`config.mk`:
```
export PLATFORM = sky130hd
export DESIGN_NAME = drum_dot_acc_flat
export DESIGN_NICKNAME = d
export VERILOG_FILES = /design/src/rtl/drum_dot_acc_if.sv /design/src/rtl/drum_dot_acc.sv /design/src/flat_wrapper.sv
export SDC_FILE = /design/constraint.sdc
export NUM_CORES = 1
export LEC_CHECK = 0
export CAP_MARGIN = 20
export CORE_ASPECT_RATIO = 0.5
export CORE_MARGIN = 3
export CORE_UTILIZATION = 45
export CTS_CLUSTER_DIAMETER = 80
export DETAILED_ROUTE_END_ITERATION = 8
export PLACE_DENSITY = 0.66
export SKIP_CTS_REPAIR_TIMING = 1
export SYNTH_ARGS = -nofsm -noshare
export SYNTH_HDL_FRONTEND = slang
export SYNTH_SLANG_ARGS = --single-unit
```
`constraint.sdc`:
```
create_clock -name clk -period 8.66 [get_ports clk]
set_input_delay 1.732 -clock clk [delete_from_list [all_inputs] [get_ports clk]]
set_output_delay 1.732 -clock clk [all_outputs]
set_load 0.01 [all_outputs]
```
`src/rtl/drum_dot_acc_if.sv`:
```
// Operand-pair input stream and dot-product result stream for drum_dot_acc.
interface drum_dot_acc_if #(
    parameter int n_in  = 16,
    parameter int m_in  = 16,
    parameter int acc_w = 35
);
    logic              in_valid;
    logic              in_ready;
    logic [n_in-1:0]   in_a;
    logic [m_in-1:0]   in_b;
    logic              out_valid;
    logic              out_ready;
    logic [acc_w-1:0]  out_sum;
    logic              out_sat;

    modport master (
        output in_valid, in_a, in_b, out_ready,
        input  in_ready, out_valid, out_sum, out_sat
    );

    modport slave (
        input  in_valid, in_a, in_b, out_ready,
        output in_ready, out_valid, out_sum, out_sat
    );
endinterface

```
`src/rtl/drum_dot_acc.sv`:
```
// Streaming dot product of DRUM approximate products over vec_len pairs.
// Define DRUM_ACC_SAT_EN for a saturating accumulator with sticky out_sat.

// Per-operand DRUM encoder: k-bit window below the leading one, LSB forced to 1.
module drum_enc #(
    parameter int N   = 16,
    parameter int K   = 6,
    parameter int SHW = 5
) (
    input  logic [N-1:0]   x,
    output logic [K-1:0]   t,
    output logic [SHW-1:0] sh
);
    logic [SHW-1:0] lead;

    always_comb begin
        lead = '0;
        for (int i = 0; i < N; i++)
            if (x[i]) lead = SHW'(i);
        sh = '0;
        if (lead >= SHW'(K)) sh = lead - SHW'(K - 1);
        t = K'(x >> sh);
        // operands below 2^K pass through exactly
        if (sh != '0) t[0] = 1'b1;
    end
endmodule

module drum_dot_acc #(
    parameter int k_in    = 6,
    parameter int n_in    = 16,
    parameter int m_in    = 16,
    parameter int vec_len = 8,
    parameter int acc_w   = n_in + m_in + $clog2(vec_len)
) (
    input  logic          clk,
    input  logic          rst_n,
    drum_dot_acc_if.slave io
);
    localparam int PW  = n_in + m_in;
    localparam int SHW = $clog2(n_in + 1);
    localparam int CW  = (vec_len > 1) ? $clog2(vec_len) : 1;
    localparam logic [CW-1:0] CNT_LAST = CW'(vec_len - 1);

    typedef enum logic [1:0] {ACCUM, DRAIN, OUT} state_t;

    state_t                  state_q, state_d;
    logic [CW-1:0]           cnt_q, cnt_d;
    logic [1:0][n_in-1:0]    op_q, op_d;
    logic [2:1]              vld_pipe_q, vld_pipe_d;
    logic [2:1]              last_pipe_q, last_pipe_d;
    logic [PW-1:0]           p_q, p_d, core_p;
    logic [acc_w-1:0]        acc_q, acc_d;
    logic                    in_ready_q, in_ready_d;
    logic                    out_valid_q, out_valid_d;
    logic [1:0][k_in-1:0]    t;
    logic [1:0][SHW-1:0]     sh;
    logic                    accept, out_hs, last_in;
`ifdef DRUM_ACC_SAT_EN
    logic                    sat_q, sat_d;
    logic [acc_w:0]          sum_w;
`endif

    genvar g;
    for (g = 0; g < 2; g++) begin : g_enc
        drum_enc #(.N(n_in), .K(k_in), .SHW(SHW)) u_enc (
            .x  (op_q[g]),
            .t  (t[g]),
            .sh (sh[g])
        );
    end

    assign core_p = (PW'(t[0]) * PW'(t[1])) << ({1'b0, sh[0]} + {1'b0, sh[1]});

    always_comb begin
        accept  = io.in_valid & in_ready_q;
        out_hs  = out_valid_q & io.out_ready;
        last_in = accept & (cnt_q == CNT_LAST);

        op_d  = op_q;
        cnt_d = cnt_q;
        if (accept) begin
            op_d  = {io.in_b, io.in_a};
            cnt_d = last_in ? '0 : cnt_q + CW'(1);
        end
        vld_pipe_d  = {vld_pipe_q[1], accept};
        last_pipe_d = {last_pipe_q[1], last_in};
        p_d         = core_p;

        acc_d = acc_q;
`ifdef DRUM_ACC_SAT_EN
        sum_w = {1'b0, acc_q} + (acc_w + 1)'(p_q);
        sat_d = sat_q;
        if (vld_pipe_q[2]) begin
            acc_d = sum_w[acc_w] ? '1 : sum_w[acc_w-1:0];
            sat_d = sat_q | sum_w[acc_w];
        end
        if (out_hs) sat_d = 1'b0;
`else
        if (vld_pipe_q[2]) acc_d = acc_q + acc_w'(p_q);
`endif
        if (out_hs) acc_d = '0;

        state_d     = state_q;
        in_ready_d  = in_ready_q;
        out_valid_d = out_valid_q;
        case (state_q)
            ACCUM: if (last_in) begin
                state_d    = DRAIN;
                in_ready_d = 1'b0;
            end
            DRAIN: if (vld_pipe_q[2] & last_pipe_q[2]) begin
                state_d     = OUT;
                out_valid_d = 1'b1;
            end
            OUT: if (out_hs) begin
                state_d     = ACCUM;
                in_ready_d  = 1'b1;
                out_valid_d = 1'b0;
            end
            default: begin
                state_d     = ACCUM;
                in_ready_d  = 1'b1;
                out_valid_d = 1'b0;
            end
        endcase
    end

    always_ff @(posedge clk or negedge rst_n) begin
        if (!rst_n) begin
            state_q     <= ACCUM;
            cnt_q       <= '0;
            op_q        <= '0;
            vld_pipe_q  <= '0;
            last_pipe_q <= '0;
            p_q         <= '0;
            acc_q       <= '0;
            in_ready_q  <= 1'b1;
            out_valid_q <= 1'b0;
`ifdef DRUM_ACC_SAT_EN
            sat_q       <= 1'b0;
`endif
        end else begin
            state_q     <= state_d;
            cnt_q       <= cnt_d;
            op_q        <= op_d;
            vld_pipe_q  <= vld_pipe_d;
            last_pipe_q <= last_pipe_d;
            p_q         <= p_d;
            acc_q       <= acc_d;
            in_ready_q  <= in_ready_d;
            out_valid_q <= out_valid_d;
`ifdef DRUM_ACC_SAT_EN
            sat_q       <= sat_d;
`endif
        end
    end

    assign io.in_ready  = in_ready_q;
    assign io.out_valid = out_valid_q;
    assign io.out_sum   = acc_q;
`ifdef DRUM_ACC_SAT_EN
    assign io.out_sat   = sat_q & out_valid_q;
`else
    assign io.out_sat   = 1'b0;
`endif
endmodule

```
`src/flat_wrapper.sv`:
```
// flat-port wrapper written by rule: the top's interface ports become plain ports
module drum_dot_acc_flat 
#(
    parameter int k_in    = 6,
    parameter int n_in    = 16,
    parameter int m_in    = 16,
    parameter int vec_len = 8,
    parameter int acc_w   = n_in + m_in + $clog2(vec_len)
)
  (clk, rst_n, io_in_valid, io_in_a, io_in_b, io_out_ready, io_in_ready, io_out_valid, io_out_sum, io_out_sat);
  drum_dot_acc_if #(.n_in(n_in), .m_in(m_in), .acc_w(acc_w)) io_i ();
  input  logic clk;
  input  logic rst_n;
  input wire logic [$bits(io_i.in_valid)-1:0] io_in_valid;
  input wire logic [$bits(io_i.in_a)-1:0] io_in_a;
  input wire logic [$bits(io_i.in_b)-1:0] io_in_b;
  input wire logic [$bits(io_i.out_ready)-1:0] io_out_ready;
  output wire logic [$bits(io_i.in_ready)-1:0] io_in_ready;
  output wire logic [$bits(io_i.out_valid)-1:0] io_out_valid;
  output wire logic [$bits(io_i.out_sum)-1:0] io_out_sum;
  output wire logic [$bits(io_i.out_sat)-1:0] io_out_sat;
  assign io_i.in_valid = io_in_valid;
  assign io_i.in_a = io_in_a;
  assign io_i.in_b = io_in_b;
  assign io_i.out_ready = io_out_ready;
  assign io_in_ready = io_i.in_ready;
  assign io_out_valid = io_i.out_valid;
  assign io_out_sum = io_i.out_sum;
  assign io_out_sat = io_i.out_sat;
  drum_dot_acc #(.k_in(k_in), .n_in(n_in), .m_in(m_in), .vec_len(vec_len), .acc_w(acc_w)) u_core (.clk(clk), .rst_n(rst_n), .io(io_i));
endmodule
```
==> flow_summary_export.csv, run 1 <==
group,metric,value,unit
worst_setup_path,cp_common_cell,"fa_1",
flow_run,cap_violations,0,
global_routing,grt_overflow,0,
worst_setup_path,r2r-start,"u_core.op_q[18]",
logic_synthesis,synth_edf_count,0,
worst_setup_path,setup.worst_path.class,"reg -> reg",
clock_tree,clkSinkCount,110,
global_routing,antenna_found_initial,0,
detailed_routing,dr_wl_met2,9.89,mm
worst_setup_path,cp.required,8.94,ns
logic_synthesis,synth_nets,1132,
global_routing,grt.total_usage,20.5,%
min_path,holdPathStages,0,
sta,relSlewSlack,39.7,%
worst_setup_path,crit_fanout,8,
sta,maxSlewViolCount,0,
die,start_util,46.6,%
detailed_routing,top_layer_used,"met4",
worst_setup_path,rr_worst_depth,29,
global_routing,grt_max_degree,75,
detailed_routing,drt-met1-wl,11.0,mm
clock_tree,numCtsBuffers,9,
clock_tree,clk_pin_slew,0.08,ns
logic_synthesis,synth_cells,1014,
clock_tree,cts_tree,"done",
sta,min_period,7.90,ns
place,port_buffers,72,
die,row_count,36,
sta,fin_worst_skew,0.0121,ns
logic_synthesis,syn_area,9190,µm²
sta,period_share,91.3,%
detailed_routing,wl_met3,1.23,mm
detailed_routing,wirelength,22.4,mm
clock_tree,cts.htree.levels,3,
worst_setup_path,cp_slowest_cell,"fa_1",
status,status,"finished clean",
layout,finish.utilization,52.8,%
logic_synthesis,ys.flop_type,"dfrtp_1",
logic_synthesis,synth_warnings,0,
die,design.portCount,74,
place,gp_congestion,0.935,
die,die_w,208,µm
worst_setup_path,reg2reg_to,"u_core.p_q[31]",
sta,fmaxAchievable,0.127,GHz
clock_tree,worstSkewPairLatency,0.35,ns
die,coreArea,19700,µm²
sta,worst_pin_slew,0.898,ns
detailed_routing,post_drt_wl_per_cell,16.7,µm
worst_setup_path,r2r_setup_slack,0.76,ns
die,die_h,107,µm
logic_synthesis,ys_seq_elements,110,
place,hpwl,17.4,mm
logic_synthesis,synthDistinctLibCells,95,
min_path,worstHoldEndpoint,"u_core.vld_pipe_q[2]",
detailed_routing,vias_per_cell,5.82,
logic_synthesis,postSynthAreaPerCell,9.07,µm²
global_routing,grt_pass1_wl,38.2,mm
logic_synthesis,yosysSeqAreaShare,30.0,%
min_path,min_from,"u_core.vld_pipe_q[1]",
worst_setup_path,worstPathArrival,8.19,ns
die,die-area,22300,µm²
sta,final_hold_viol_count,0,
detailed_routing,dr.pass1.iters,5,
detailed_routing,drt_drc_violations_left,0,
detailed_routing,postRouteAntennaNets,0,
worst_setup_path,start_kind,"flop",
detailed_routing,drt_iter0_drc,410,
detailed_routing,vias,7790,
sta,rsz0062_at_grt,"no",
sta,setup_violations,0,
worst_setup_path,crit_path_end_kind,"flop",
layout,syn2layout_area_growth,13.3,%
clock_tree,cts_max_path_buffers,2,
layout,num_antenna_cells,0,
layout,nets,1185,
sta,fin_tns_setup,0,ns
worst_setup_path,max_stage_delay,0.55,ns
layout,drive_above_1_share,8.96,%
min_path,hold_class,"reg -> reg",
logic_synthesis,synthArstFlopShare,100,%
clock_tree,root_buffer,"clkbuf_16",
global_routing,grt_pass1_vias,7574,
## cell usage after synthesis (all sizes together) (21+ instances only)
master / number / area (µm²)
o21ai: 64 / 335
clkbuf: 26 / 118
ha: 63 / 788
a21oi: 63 / 315
mux2: 32 / 364
a21o: 32 / 241
a211oi: 21 / 168
nand2: 97 / 374
xnor2: 29 / 254
nor2: 97 / 383
mux2i: 45 / 463
inv: 52 / 195
dfrtp: 109 / 2730
## state kept, by name (all words and copies together), names as in the netlist
signal / cells
u_core.p_q: 32
u_core.state_q: 2
u_core.cnt_q: 3
u_core.op_q: 32
u_core.io.in_ready: 1
u_core.last_pipe_q: 2
u_core.vld_pipe_q: 2
u_core.io.out_sum: 35
u_core.io.out_valid: 1
## through the flow
stage	cell area, µm²	instances	hold WS (ns)	worst slack [ns]
floorplan	9190	1014	0.331	1.59
global placement	10100	1321	0.332	0.783
detailed placement	10100	1322	0.339	0.525
CTS	10400	1338	0.356	0.470
global route	10400	1338	0.372	0.0336
finish	10400	1338	0.352	0.756
## routing by layer
metal / track usage, % / vias to the layer above
met5: 0 / -
met4: 4.04 / 0
met3: 3.30 / 23
met2: 33.3 / 220
met1: 29.3 / 3742
li1: - / 3805
## worst max-delay path: cells and delay by family (launching register included)
| kind | cells | cell delay [ns] |
|---|---|---|
| compound gates | 10 | 2.40 |
| buf+inv | 2 | 0.16 |
| fa+ha+maj | 5 | 2.07 |
| simple gates | 9 | 1.91 |
| mux | 3 | 0.88 |
| flops | 1 | 0.41 |
## area by class of cell
type                            count  area [µm²]
Fill cell                        1824        9310
Clock inverter                      6        65.1
Timing Repair Buffer               79         771
Tap cell                          266         333
Sequential cell                   110        2760
Clock buffer                       10         239
Multi-Input combinational cell    814        6060
Inverter                           53         199
## worst max path at each step
| stage | startpoint | to | slack [ns] | cells after the start |
|---|---|---|---|---|
| 3_5_place_dp | u_core.op_q[18] | u_core.p_q[31] | 0.53 | 27 |
| 4_1_cts | u_core.op_q[18] | u_core.p_q[31] | 0.47 | 27 |
| 5_1_grt | u_core.op_q[18] | u_core.p_q[13] | 0.03 | 27 |
| 3_3_place_gp | u_core.op_q[18] | u_core.p_q[15] | 0.78 | 27 |
| 2_1_floorplan | u_core.op_q[18] | u_core.p_q[15] | 1.59 | 29 |
| 6_report | u_core.op_q[18] | u_core.p_q[31] | 0.76 | 29 |
## cell families after synthesis
kind of cell / after synthesis / synth area share [%]
AO/OA/AOI/OAI: 289 / 21.5
multiplexers: 83 / 10.5
buffers and inverters: 90 / 4.30
AND/OR/NAND/NOR: 317 / 16.9
flip-flops: 110 / 30.0
adder cells (fa/ha/maj): 82 / 12.7
XOR/XNOR: 42 / 4.00
other: 1 / 0.0408
## placed cells by master, fill, tap and decap left out, types with 5 or more instances in the layout
master / netlist / routed
xnor2_1: 29 / 29
mux2i_1: 44 / 44
a21oi_1: 63 / 63
and3_1: 8 / 8
inv_2: 5 / 5
o31ai_1: 6 / 6
a22oi_1: 5 / 5
nand2b_1: 10 / 10
ha_1: 63 / 62
nor4_1: 6 / 6
a21o_1: 31 / 31
o22ai_1: 9 / 9
nand3b_1: 5 / 5
nand2_1: 95 / 95
o21ai_0: 56 / 56
o21bai_1: 7 / 7
nand4b_1: 6 / 6
nor2b_1: 14 / 14
o211ai_1: 11 / 11
and2_1: 17 / 16
clkdlybuf4s50_1: 0 / 71
nand3_1: 13 / 13
a211oi_1: 19 / 19
mux2_2: 30 / 30
clkbuf_16: 0 / 9
o21a_1: 10 / 10
or3_1: 8 / 8
o21ai_1: 6 / 6
buf_4: 3 / 8
nor2_1: 95 / 95
a31oi_1: 8 / 8
dfrtp_1: 109 / 108
nor3_1: 15 / 15
inv_1: 47 / 47
fa_1: 19 / 19
xor2_1: 13 / 13
Power of run 1 is left out: the tool's default activity adds up to more than one toggle a clock period on the data nets, which glitch-free logic cannot reach.
==> run 2: changes to the inputs <==
--- a/config.mk
+++ b/config.mk
@@ -13,6 +13,7 @@
 export DETAILED_ROUTE_END_ITERATION = 8
 export PLACE_DENSITY = 0.66
 export SKIP_CTS_REPAIR_TIMING = 1
+export SKIP_LAST_GASP = 1
 export SYNTH_ARGS = -nofsm -noshare
 export SYNTH_HDL_FRONTEND = slang
 export SYNTH_SLANG_ARGS = --single-unit
==> results of run 2 <==
The final DEF is identical to that of run 1; final timing and power are the same.
Power of run 2 is left out for the same reason.
==> run 3: changes to the inputs <==
--- a/config.mk
+++ b/config.mk
@@ -11,6 +11,7 @@
 export CORE_UTILIZATION = 45
 export CTS_CLUSTER_DIAMETER = 80
 export DETAILED_ROUTE_END_ITERATION = 8
+export GPL_TIMING_DRIVEN = 0
 export PLACE_DENSITY = 0.66
 export SKIP_CTS_REPAIR_TIMING = 1
 export SKIP_LAST_GASP = 1
==> flow_summary_export.csv, run 3 (synthesis gave the netlist of run 1 again) <==
group,metric,value,unit
detailed_routing,drt_iter0_drc,520,
detailed_routing,dr.pass1.iters,5,
die,design.portCount,74,
place,dp_cells,1353,
layout,num_antenna_cells,0,
layout,nets,1216,
worst_setup_path,worstPathArrival,8.36,ns
worst_setup_path,start_kind,"flop",
sta,fmaxAchievable,0.124,GHz
sta,fin_worst_skew,0.0156,ns
clock_tree,cts.htree.levels,3,
die,die-area,22300,µm²
worst_setup_path,cp_slowest_cell,"fa_1",
global_routing,grt_pass1_wl,39.5,mm
place,hpwl,18.6,mm
global_routing,grt.total_usage,21.9,%
worst_setup_path,max_stage_delay,0.55,ns
global_routing,grt_pass1_vias,7616,
sta,maxSlewViolCount,0,
place,gp_congestion,0.920,
global_routing,antenna_found_initial,0,
worst_setup_path,setup.worst_path.class,"reg -> reg",
layout,syn2layout_area_growth,15.3,%
global_routing,grt_overflow,0,
flow_run,cap_violations,0,
clock_tree,clk_pin_slew,0.08,ns
clock_tree,cts_max_path_buffers,2,
place,pre_cts_slack,0.306,ns
detailed_routing,drt_drc_violations_left,0,
worst_setup_path,crit_fanout,8,
detailed_routing,vias_per_cell,5.78,
worst_setup_path,cp_common_cell,"fa_1",
global_routing,grt_max_degree,71,
worst_setup_path,crit_path_end_kind,"flop",
layout,fin_cells,1369,
clock_tree,clkSinkCount,110,
place,postPlaceCellArea,10300,µm²
sta,setup_violations,0,
die,die_w,208,µm
sta,period_share,93.0,%
layout,largest_reg_flops,35,
clock_tree,root_buffer,"clkbuf_16",
detailed_routing,vias,7906,
sta,final_critical_path_setup_slack,0.606,ns
detailed_routing,postRouteAntennaNets,0,
worst_setup_path,crit_family,"compound AO/OA/AOI/OAI gates",
place,port_buffers,72,
sta,min_period,8.05,ns
sta,worst_pin_slew,0.953,ns
clock_tree,numCtsBuffers,9,
die,die_h,107,µm
worst_setup_path,cp_num_buf_inv,4,
clock_tree,worstSkewPairLatency,0.38,ns
layout,final_common_cell,"dfrtp_1",
die,coreArea,19700,µm²
min_path,hold_class,"reg -> reg",
layout,final_cell_mix,"dfrtp_1, nor2_1, nand2_1, clkdlybuf4s50_1",
clock_tree,cts_tree,"done",
layout,stdcell_area,10600,µm²
die,start_util,46.6,%
sta,final_hold_viol_count,0,
detailed_routing,wirelength,23.9,mm
worst_setup_path,cp.required,8.97,ns
detailed_routing,post_drt_wl_per_cell,17.5,µm
status,status,"finished clean",
layout,drive_above_1_share,9.07,%
sta,relSlewSlack,36.0,%
die,row_count,36,
## run 3: changes by cell type in the layout (fill, tap and decap cells not counted), moves of 2 or more
cell and change:
buf_1 +4, inv_6 +3, buf_2 +2, buf_4 -4, clkbuf_8 +2, inv_8 -2
clkbuf_1 +24
## run 3: final timing paths
| check | start | endpoint | slack, ns | cells after the start |
|---|---|---|---|---|
| max | u_core.op_q[18] | u_core.p_q[31] | 0.61 | 29 |
| min | u_core.last_pipe_q[1] | u_core.last_pipe_q[2] | 0.35 | 0 |
| max reg2reg | u_core.op_q[18] | u_core.p_q[31] | 0.61 | 29 |
| min reg2reg | u_core.last_pipe_q[1] | u_core.last_pipe_q[2] | 0.35 | 0 |
| max in group asynchronous | rst_n | u_core.io.in_ready | 6.55 | 2 |
| min in group asynchronous | rst_n | u_core.io.out_sum[6] | 1.34 | 1 |
## run 3: routing by layer
layer	GRT usage (%)	part of all wire [%]	vias up
met5	0	0	-
met4	5.09	1.3	0
met3	4.03	4.8	21
met2	35.0	45	209
met1	31.0	49	3817
li1	-	-	3859
## run 3: per-stage QoR
stage	hold WS, ns	setup TNS [ns]	util, %
after floorplan	0.331	0	-
after global placement	0.333	0	51.9
after detailed placement	0.335	0	52.1
after CTS	0.351	0	53.6
after global routing	0.374	-0.0248	53.7
final	0.349	0	53.7
## run 3: cell type report
cell class,count,area [µm²]
multi-input cells,814,6080
inverters,53,199
flip-flops and latches,110,2750
repair buffers,73,746
plain buffers,37,196
clock inverters,6,60.1
well taps,266,333
fillers,1809,9130
clock buffers,10,239
Power of run 3 is left out for the same reason.
